## src/rtl/bcd2bin.sv

```systemverilog
// bcd2bin: sequential 4-digit BCD to 10-bit binary converter.
// Captures the four digits on an accepted start and then runs one
// multiply-accumulate step per digit, thousands first. A final cycle
// classifies the result (bad digit / overflow / ok) and pulses done.
module bcd2bin (
  input  logic       clk,
  input  logic       rst,
  input  logic       start,
  input  logic [3:0] mil,
  input  logic [3:0] cent,
  input  logic [3:0] dec,
  input  logic [3:0] un,
  output logic [9:0] b_out,
  output logic       busy,
  output logic       done,
  output logic       err_digit,
  output logic       err_ovf
);

  typedef enum logic [1:0] {IDLE = 2'd0, CONV = 2'd1, FIN = 2'd2} state_t;

  state_t           state_q, state_d;
  // dig_q[0] is the thousands digit, dig_q[3] the units digit
  logic [3:0][3:0]  dig_q, dig_d;
  logic [13:0]      acc_q, acc_d;
  logic [1:0]       idx_q, idx_d;
  logic [9:0]       b_out_q, b_out_d;
  logic             done_q, done_d;
  logic             err_digit_q, err_digit_d;
  logic             err_ovf_q, err_ovf_d;

  logic             dig_bad;
  logic [13:0]      acc_step;

  // A captured digit above 9 makes the whole conversion invalid
  always_comb begin
    dig_bad = 1'b0;
    for (int i = 0; i < 4; i++) begin
      if (dig_q[i] > 4'd9) dig_bad = 1'b1;
    end
  end

  // One Horner step: acc*10 + current digit; 9999 fits in 14 bits for valid digits
  assign acc_step = (acc_q * 14'd10) + {10'd0, dig_q[idx_q]};

  // Next-state and datapath updates
  always_comb begin
    state_d     = state_q;
    dig_d       = dig_q;
    acc_d       = acc_q;
    idx_d       = idx_q;
    b_out_d     = b_out_q;
    done_d      = 1'b0;
    err_digit_d = err_digit_q;
    err_ovf_d   = err_ovf_q;
    unique case (state_q)
      IDLE: begin
        if (start) begin
          dig_d[0] = mil;
          dig_d[1] = cent;
          dig_d[2] = dec;
          dig_d[3] = un;
          acc_d    = 14'd0;
          idx_d    = 2'd0;
          state_d  = CONV;
        end
      end
      CONV: begin
        acc_d = acc_step;
        idx_d = idx_q + 2'd1;
        if (idx_q == 2'd3) state_d = FIN;
      end
      FIN: begin
        done_d  = 1'b1;
        state_d = IDLE;
        if (dig_bad) begin
          b_out_d     = 10'd0;
          err_digit_d = 1'b1;
          err_ovf_d   = 1'b0;
        end else if (acc_q > 14'd1023) begin
          b_out_d     = 10'd1023;
          err_digit_d = 1'b0;
          err_ovf_d   = 1'b1;
        end else begin
          b_out_d     = acc_q[9:0];
          err_digit_d = 1'b0;
          err_ovf_d   = 1'b0;
        end
      end
      default: state_d = IDLE;
    endcase
  end

  // State and result registers; reset aborts any conversion in flight
  always_ff @(posedge clk or posedge rst) begin
    if (rst) begin
      state_q     <= IDLE;
      dig_q       <= '0;
      acc_q       <= '0;
      idx_q       <= '0;
      b_out_q     <= '0;
      done_q      <= 1'b0;
      err_digit_q <= 1'b0;
      err_ovf_q   <= 1'b0;
    end else begin
      state_q     <= state_d;
      dig_q       <= dig_d;
      acc_q       <= acc_d;
      idx_q       <= idx_d;
      b_out_q     <= b_out_d;
      done_q      <= done_d;
      err_digit_q <= err_digit_d;
      err_ovf_q   <= err_ovf_d;
    end
  end

  assign b_out     = b_out_q;
  assign busy      = (state_q != IDLE);
  assign done      = done_q;
  assign err_digit = err_digit_q;
  assign err_ovf   = err_ovf_q;

endmodule

```

## config.mk

```make
export PLATFORM = sky130hd
export DESIGN_NAME = bcd2bin
export DESIGN_NICKNAME = d
export VERILOG_FILES = /design/src/rtl/bcd2bin.sv
export SDC_FILE = /design/constraint.sdc
export NUM_CORES = 1
export LEC_CHECK = 0
export ABC_AREA = 0
export CAP_MARGIN = 15
export CORE_MARGIN = 1
export CORE_UTILIZATION = 60
export DETAILED_ROUTE_END_ITERATION = 6
export PLACE_DENSITY = 0.93
export SLEW_MARGIN = 20
export SYNTH_ARGS = -nofsm -noshare
export SYNTH_HDL_FRONTEND = slang
export SYNTH_SLANG_ARGS = --single-unit
```

## constraint.sdc

```tcl
create_clock -name clk -period 6.3 [get_ports clk]
set_input_delay 0.63 -clock clk [delete_from_list [all_inputs] [get_ports clk]]
set_output_delay 0.63 -clock clk [all_outputs]
set_load 0.1 [all_outputs]
```

# [Yosys cells after proc, flatten, opt, wreduce, memory -nomap -nowiden]
# Index checks and enable logic that the tools add are counted.
[totals] inputBits=19 out_inout_bits=14 wordCells=50 ff_bits=47
[op_classes] n_lt_le_gt_ge=6 n_eq_ne=5 mux=19 n_addsub=2 reduce_logical=6 n_mul=1
[ops] cell="$pmux 14 s2" n=1
[ops] cell="$mux 10" n=2
[ops] cell="$gt 4x4->1 const B" n=4
[ops] cell="$add 14x4->14" n=1
[ops] cell="$gt 14x10->1 const B" n=1
[ops] cell="$mul 14x3->13 const B" n=1
[ops] cell="$mux 14" n=1
[ops] cell="$bmux 4 s2" n=1
[ops] cell="$mux 1" n=8
[ops] cell="$pmux 2 s2" n=2
[ops] cell="$mux 2" n=3
[ops] cell="$reduce_and 2->1" n=3
[ops] cell="$eq 2x2->1 const B" n=2
[ops] cell="$mux 4" n=1
[ops] cell="$ne 2x2->1 const B" n=2
[ops] cell="$reduce_bool 2->1" n=2
[ops] cell="$lt 2x3->1 const B" n=1
[ops] cell="$add 2x1->2 const B" n=1
[ops] cell="$eq 2x1->1 const B" n=1
[ops] cell="$logic_not 2->1" n=1

# [Depth between registers and ports, before layout]
# Gate-level depths: netlist of the first run.
[depth] depth_word=6 ltp_mapped=11 ltp_nobuf=10

# [Least setup slack after synthesis of the first run]
# Ideal clock, no wire load.
[synth_timing] path_kind="register to register" start="register acc_q[1]" end="register acc_q[13]" path_slack_ns=3.538 path_buffers=0 setup_ns=0.130 t_arrival_ns=2.632 path_stages_with_launch=11 t_required_ns=6.170 period_less_slack_ns=2.762 cell_sequence="dfrtp_1 > ha_1 > ha_1 > fa_1 > a21o_1 > a221oi_2 > o21ai_0 > and3_2 > nor4_4 > xnor2_1 > o21ai_1"
[synth_via] elab_chain_len=3
[synth_rtl] element="start: declaration" line="25" text="logic [13:0] acc_q, acc_d;"
[synth_rtl] element="start signal: assignment" line="99" text="acc_q <= '0;"
[synth_rtl] element="start signal: assignment" line="108" text="acc_q <= acc_d;"
[synth_rtl] element="$mul 14x3->13" line="44" text="assign acc_step = (acc_q * 14'd10) + {10'd0, dig_q[idx_q]};"
[synth_rtl] element="$add 14x4->14" line="44"
[synth_rtl] element="$pmux 14 s2" line="56" text="unique case (state_q)"
# No other way between the ends.
# A chain may end at the register's enable or synchronous reset.

# [Final worst setup path of the first run]
# Ends and elaborated chain as after synthesis.

==> results of run 1 <==
[placed cells by master, fill, tap and decap left out, drive strengths merged, types with 2 or more instances in the layout]
cell type      synthesis  layout
clkdlybuf4s50          0      32
mux4                   4       4
dfrtp                 47      47
a21o                   7       7
fa                     2       2
a21oi                  8       8
nand3                 14      14
ha                    23      23
xnor2                 11      11
clkbuf                11       6
nand2                 72      72
and3                   5       5
o21ai                 34      34
nor2                  18      18
inv                    6       5
nor3b                  2       2
nor4                   2       2
xor2                   6       6
nor2b                  2       2
o21a                   3       3
nand2b                 2       2
nand4                  2       2
and2                   2       2
[cell type report]
cell class                 instances  area [µm²]
multi-input combinational        228        1500
fill                             313        1190
sequential                        47        1180
timing repair buffer              33         328
clock buffer                       6        72.6
tap                               52        65.1
clock inverter                     1        30.0
inverter                           6        22.5
[worst max-delay path: cells and delay by family (launching register included)]
kind | cells | cell delay [ns]
fa+ha+maj | 3 | 0.99
compound gates | 4 | 0.76
simple gates | 2 | 0.53
flops | 1 | 0.46
xor+xnor | 1 | 0.14
[cell families after synthesis]
| logic type | synth area share |
|---|---|
| AND/OR/NAND/NOR | 0.214 |
| XOR/XNOR | 0.0569 |
| adder cells (fa/ha/maj) | 0.119 |
| buffers and inverters | 0.0246 |
| multiplexers | 0.0328 |
| flip-flops | 0.428 |
| AO/OA/AOI/OAI | 0.124 |
[flip-flops by register name, indices dropped and copies added, names as in the netlist]
| register | cells |
|---|---|
| state_q | 2 |
| done | 1 |
| acc_q | 14 |
| b_out | 10 |
| dig_q | 16 |
| idx_q | 2 |
| err_ovf | 1 |
| err_digit | 1 |
[routing by layer]
metal | vias up | global-route usage
li1 | 1061 | -
met1 | 1004 | 0.335
met2 | 66 | 0.428
met3 | 13 | 0.0407
met4 | 0 | 0.107
met5 | - | 0
[final timing paths]
check | to | depth (start not counted) | from
worst max-delay path | acc_q[13] | 10 | acc_q[1]
min in group asynchronous | dig_q[7] | 3 | rst
max in group asynchronous | b_out[6] | 3 | rst
worst min register to register | dig_q[12] | 2 | dig_q[12]
worst min-delay path | dig_q[12] | 2 | dig_q[12]
worst max register to register | acc_q[13] | 10 | acc_q[1]
[per-stage QoR]
stage | setup WS, ns | util | hold slack, ns
after detailed placement | 3.32 | 0.706 | 0.459
after CTS | 3.31 | 0.729 | 0.479
after global placement | 3.43 | 0.706 | 0.456
after global routing | 3.06 | 0.729 | 0.502
after floorplan | 3.54 | - | 0.440
final | 3.28 | 0.729 | 0.473
==> out/metrics.yaml, run 1 <==
run_status:
  status: "finished, final reports clean"
placed_design:
  place_inst: 366
  io_buffers: 32
  dpl_cell_area_mm2: 0.00309
  gp_congestion: 0.832
  hpwl_mm: 4.13
floorplanning:
  core_mm2: 0.00438
  io_pins: 33
  die_area_mm2: 0.00485
  rows: 24
  start_util: 0.626
  die_w_um: 69.7
  die_h_um: 69.7
yosys:
  synth_area_per_cell_um2: 9.37
  synth-seq-area-share: 0.428
  synth_top_cell_by_area: "dfrtp_1"
  synth_nets: 337
  async_reset_ff_frac: 1.00
  syn_inst: 293
  ys_types: 37
  synth_edf_count: 0
  yosys.area.top_type_share: 0.428
  ys_ff_latch: 47
  synth_area_mm2: 0.00275
  synth-main-ff-cell: "dfrtp_1"
  synth.most_common_cell: "nand2_1"
  ys.warnings.count: 0
  synth_area_leaders: "dfrtp_1, ha_1, nand2_1"
  synth_common_cells: "nand2_1, dfrtp_1, o21ai_0"
sta:
  max-slew-margin-rel: 0.353
  layout_min_cycle_time_ns: 3.02
  rsz0062_at_grt: "no"
  fin_tns_setup_ns: 0
  fmax_ghz: 0.331
  final-setup-viol-count: 0
  skew_ns: 0.00427
  tightest_slew_ns: 0.968
  min_period_over_period: 0.479
  slew_violations: 0
  finalHoldViolCount: 0
clock_network:
  clk_pin_slew_ns: 0.08
  cts_tree: "built"
  post_cts.repair.setup_buffers: 0
  cts_buffers: 5
  cts_buffer_depth: 2
  post_cts_resize_count: 0
  clock-sinks: 47
  insertion_delay_ns: 0.30
  cts_root_buf: "clkbuf_8"
  ctsHoldBuffers: 0
  htreeDepth: 2
setup_path:
  cp_max_fo: 5
  path_common_cell: "ha_1"
  critPathCaptureType: "flop"
  critPathLaunchType: "flop"
  cp_slowest_cell: "dfrtp_1"
  crit_type: "reg2reg"
  worst_ep_required_time_ns: 6.45
  r2r_slack_ns: 3.28
  cp.arrival_ns: 3.17
  slowest_delay_ns: 0.46
  path_cells: "ha_1 -> ha_1 -> fa_1 -> a21o_1 -> a221oi_2 -> o21ai_0 -> and3_2 -> nor4_4 -> xnor2_1 -> o21ai_1"
routing:
  wl_met1_mm: 2.48
  dr_wl_met3_um: 279
  ant_nets: 0
  drtIter0Drc: 145
  drt_first_pass_iters: 4
  routedWlPerCell_um: 15.3
  drc_errors: 0
  wl_met2_mm: 2.85
  top_layer: "met4"
  vias: 2144
  routed_wl_mm: 5.72
  via_per_inst: 5.75
cells_and_area:
  n_antenna_cell: 0
  drive_above_1_share: 0.0685
  syn_to_final_growth_pct: 16.4
  fin_cells: 373
  nNetsFinal: 365
  design_area_mm2: 0.00320
global_routing:
  grt_max_degree: 48
  grt_usage: 0.257
  grt_pass1_wl_mm: 9.85
  antenna_found_initial: 0
  grt_overflow_total: 0
  grt_pass1_vias: 2148
run:
  drv_cap: 0
hold_path:
  hold_class: "reg2reg"
Power of run 1 is not shown: default switching activity piles up to over one toggle a cycle in this logic, so the estimate is an artifact.
==> inputs of run 2 (changes only) <==
CORE_UTILIZATION = 56   (was 60)
PLACE_DENSITY = 0.88   (was 0.93)
clock period = 2.81 ns   (was 6.3 ns; I/O delays follow)
==> run 2 against run 1 <==
  * The flow now finishes with violations (negative setup slack)
  * First-iteration DRC count is 26% higher
  * Final cell count up 6.7%
  * Global-route usage shrank 0.49 points
  * Critical endpoint unchanged
  * Largest cell class unchanged
==> out/metrics.yaml, run 2 (synthesis gave the netlist of run 1 again) <==
placed_design:
  hpwl_mm: 4.51
  io_buffers: 32
  place_inst: 389
  gp_congestion: 0.875
floorplanning:
  start_util: 0.581
  core_mm2: 0.00472
  die_h_um: 72.0
  rows: 25
  die_w_um: 72.0
  die_area_mm2: 0.00519
  io_pins: 33
sta:
  slew_violations: 0
  skew_ns: 0.00810
  tightest_slew_ns: 0.955
  max-slew-margin-rel: 0.362
  fin_ws_ns: -0.0507
  final-setup-viol-count: 1
  layout_min_cycle_time_ns: 2.86
  rsz0062_at_grt: "yes"
  min_period_over_period: 1.02
  fmax_ghz: 0.350
  finalHoldViolCount: 0
cells_and_area:
  nFillCells: 345
  seqCellArea_mm2: 0.00118
  largest_reg_flops: 16
  final_common_cell: "nand2_1"
  syn_to_final_growth_pct: 19.4
  fin_cells: 398
  nNetsFinal: 374
  n_antenna_cell: 0
  multi_input_comb_area_mm2: 0.00155
  final_cell_mix: "nand2_1, dfrtp_1, o21ai_0, buf_4, ha_1"
  drive_above_1_share: 0.160
  top_register: "dig_q"
global_routing:
  grt_usage: 0.252
  grt_overflow_total: 0
  grt_max_degree: 32
  grt_pass1_vias: 2219
  grt_pass1_wl_mm: 10.0
  antenna_found_initial: 0
routing:
  via_per_inst: 5.60
  routedWlPerCell_um: 15.1
  drc_errors: 0
  drt_first_pass_iters: 4
  ant_nets: 0
  routed_wl_mm: 6.02
  drtIter0Drc: 182
  vias: 2227
setup_path:
  r2r_slack_ns: -0.05
  critPathLaunchType: "flop"
  worst_ep_required_time_ns: 2.97
  crit_type: "reg2reg"
  slowest_delay_ns: 0.40
  cp_max_fo: 3
  cp_slowest_cell: "dfrtp_1"
  critPathCaptureType: "flop"
  cp.arrival_ns: 3.02
  path_cells: "ha_1 -> ha_2 -> fa_2 -> a21o_1 -> a221oi_4 -> o21ai_2 -> and3_4 -> nor4_4 -> xnor2_1 -> o21ai_1"
  path_delay_family: "adder cells"
  worst-path-buf-inv: 0
run_status:
  status: "finished, violations left"
  failed_checks: "negative setup slack"
clock_network:
  cts_tree: "built"
  cts_buffer_depth: 2
  cts_root_buf: "clkbuf_8"
  ctsHoldBuffers: 0
  clock-sinks: 47
  clk_pin_slew_ns: 0.09
  cts_buffers: 5
  htreeDepth: 2
  insertion_delay_ns: 0.31
hold_path:
  hold_class: "in2async"
run:
  drv_cap: 0
[run 2: path summary, 6_finish.rpt]
kind / endpoint / cells past startpoint / start
worst max-delay path: acc_q[13] / 10 / acc_q[1]
worst min-delay path: dig_q[5] / 2 / rst
worst max register to register: acc_q[13] / 10 / acc_q[1]
worst min register to register: b_out[2] / 2 / b_out[2]
max in group asynchronous: idx_q[0] / 3 / rst
min in group clk: b_out[2] / 2 / b_out[2]
[run 2: timing repair]
item,in CTS,in global routing
setup buffers,0,1
cloned,0,0
gates resized for setup,2,8
setup endpoints to repair,2,3
pin swaps,1,0
[run 2: per-stage QoR]
step / area (µm²) / TNS [ns] / hold slack, ns / worst slack [ns] / utilization
floorplan: 2750 / 0 / 0.386 / 0.0478 / -
global placement: 3140 / 0 / 0.453 / 0.0244 / 0.664
detailed placement: 3140 / -0.132 / 0.470 / -0.125 / 0.664
CTS: 3230 / -0.0497 / 0.268 / -0.0497 / 0.684
global route: 3280 / -0.147 / 0.294 / -0.0831 / 0.694
finish: 3280 / -0.0507 / 0.255 / -0.0507 / 0.694
[run 2: area by class of cell]
class,instances,area share
multi-input cells,228,0.472
inverters,6,0.00687
well taps,67,0.0256
clock buffers,6,0.0221
clock inverters,2,0.00496
flip-flops and latches,47,0.359
repair buffers,42,0.110
[run 2: metal layers]
layer	vias up	GRT usage	wire length, µm
li1	1085	-	-
met5	-	0	0
met3	15	0.0403	252
met2	61	0.414	2910
met1	1066	0.335	2710
met4	0	0.107	149
Power of run 2 is left out for the same reason.
==> inputs of run 3 (changes only) <==
PLACE_DENSITY = 0.8   (was 0.88)
SLEW_MARGIN = 40   (was 20)
==> run 3 against run 2 <==
  * The run still ends with negative setup slack left
  * Critical path depth stayed put
  * Sequential share of layout area is 0.27 points lower
  * Sequential cell count stayed put
  * Fmax is 1.5% higher
  * Clock skew is 0.0024 ns lower
  * Design area is 0.65% higher
  * Non-clock buffer count is 1 lower
  * Core utilization is 0.45 points higher
  * Die area stayed put
  * First-iteration DRC count is 35% lower
  * Critical path type unchanged
  * Hold slack better by 0.17 ns
  * Via count is 1.5% lower
==> out/metrics.yaml, run 3 (synthesis gave the netlist of run 1 again) <==
floorplanning:
  io_pins: 33
  rows: 25
  start_util: 0.581
  die_area_mm2: 0.00519
  core_mm2: 0.00472
  die_w_um: 72.0
  die_h_um: 72.0
cells_and_area:
  top_register: "dig_q"
  largest_reg_flops: 16
  syn_to_final_growth_pct: 20.2
  final_cell_mix: "nand2_1, dfrtp_1, o21ai_0, buf_4, ha_1"
  final_common_cell: "nand2_1"
  nNetsFinal: 373
  multi_input_comb_area_mm2: 0.00157
  drive_above_1_share: 0.170
  nFillCells: 354
  n_antenna_cell: 0
  seqCellArea_mm2: 0.00118
clock_network:
  ctsHoldBuffers: 0
  cts_buffer_depth: 2
  cts_tree: "built"
  htreeDepth: 2
  cts_buffers: 5
  clk_pin_slew_ns: 0.09
  cts_root_buf: "clkbuf_8"
  insertion_delay_ns: 0.31
  clock-sinks: 47
routing:
  drtIter0Drc: 118
  vias: 2193
  drt_first_pass_iters: 4
  ant_nets: 0
  via_per_inst: 5.52
  routedWlPerCell_um: 14.9
  routed_wl_mm: 5.90
  drc_errors: 0
setup_path:
  critPathCaptureType: "flop"
  critPathLaunchType: "flop"
  cp_max_fo: 3
  crit_type: "reg2reg"
  cp.arrival_ns: 3.00
  worst_ep_required_time_ns: 2.99
global_routing:
  grt_overflow_total: 0
  antenna_found_initial: 0
  grt_pass1_vias: 2125
  grt_max_degree: 48
  grt_usage: 0.246
  grt_pass1_wl_mm: 9.78
sta:
  layout_min_cycle_time_ns: 2.82
  slew_violations: 0
  finalHoldViolCount: 0
  skew_ns: 0.00571
  rsz0062_at_grt: "yes"
  max-slew-margin-rel: 0.564
  fin_tns_setup_ns: -0.00913
  min_period_over_period: 1.00
  fin_ws_ns: -0.00913
  tightest_slew_ns: 0.654
  fmax_ghz: 0.355
  whs_ns: 0.421
  final-setup-viol-count: 1
run_status:
  status: "finished, violations left"
  failed_checks: "negative setup slack"
placed_design:
  gp_congestion: 0.882
  io_buffers: 32
  hpwl_mm: 4.15
hold_path:
  hold_class: "in2async"
run:
  drv_cap: 0
-- run 3: cell count changes in the layout (fill, tap and decap cells not counted), sizes merged --
cell,delta
buf,-1
clkbuf,-1
clkinvlp,+1
-- run 3: per-layer routing --
layer / up-vias / share of wire / GRT usage
met5: - / 0 / 0
met4: 0 / 0.014 / 0.0741
met3: 8 / 0.035 / 0.0556
met2: 49 / 0.48 / 0.403
met1: 1062 / 0.47 / 0.331
li1: 1074 / - / -
-- run 3: cell type report --
| type | count | area share |
|---|---|---|
| repair buffers | 41 | 0.107 |
| clock buffers | 5 | 0.0208 |
| flip-flops and latches | 47 | 0.356 |
| inverters | 6 | 0.00682 |
| clock inverters | 3 | 0.00720 |
| multi-input cells | 228 | 0.476 |
| well taps | 67 | 0.0254 |
-- run 3: per-stage QoR --
step	util	setup WS [ns]	instances	area [µm²]
after floorplan	-	0.0478	293	2750
after global placement	0.663	0.0160	388	3130
after detailed placement	0.664	-0.0746	388	3140
after CTS	0.684	0.0283	396	3230
after global routing	0.699	-0.0984	397	3300
final	0.699	-0.00913	397	3300
-- run 3: path summary, 6_finish.rpt --
path                          start        end  slack [ns]  cells after the start
min in group clk              un[3]  dig_q[15]        0.48                      3
setup / recovery           acc_q[1]  acc_q[13]      -0.009                     10
hold reg to reg            dig_q[4]   dig_q[4]        0.49                      2
setup reg to reg           acc_q[1]  acc_q[13]      -0.009                     10
max in group asynchronous       rst   dig_q[4]        1.99                      3
hold / removal                  rst       done        0.42                      3
-- run 3: critical path, stage by stage, from the launching register on --
cell and delay, ns:
dfrtp_1 0.40, ha_1 0.35, ha_4 0.18, fa_2 0.42, a21o_1 0.20, a221oi_4 0.32, o21ai_2 0.12, and3_4 0.19
nor4_4 0.27, xnor2_1 0.15, o21ai_1 0.07
-- run 3: timing repair --
action,4_1_cts,5_1_grt
gates resized for setup,2,10
gates cloned,0,0
setup buffers,0,1
pin swaps,1,6
setup endpoints to repair,1,2
Power of run 3 is left out for the same reason.
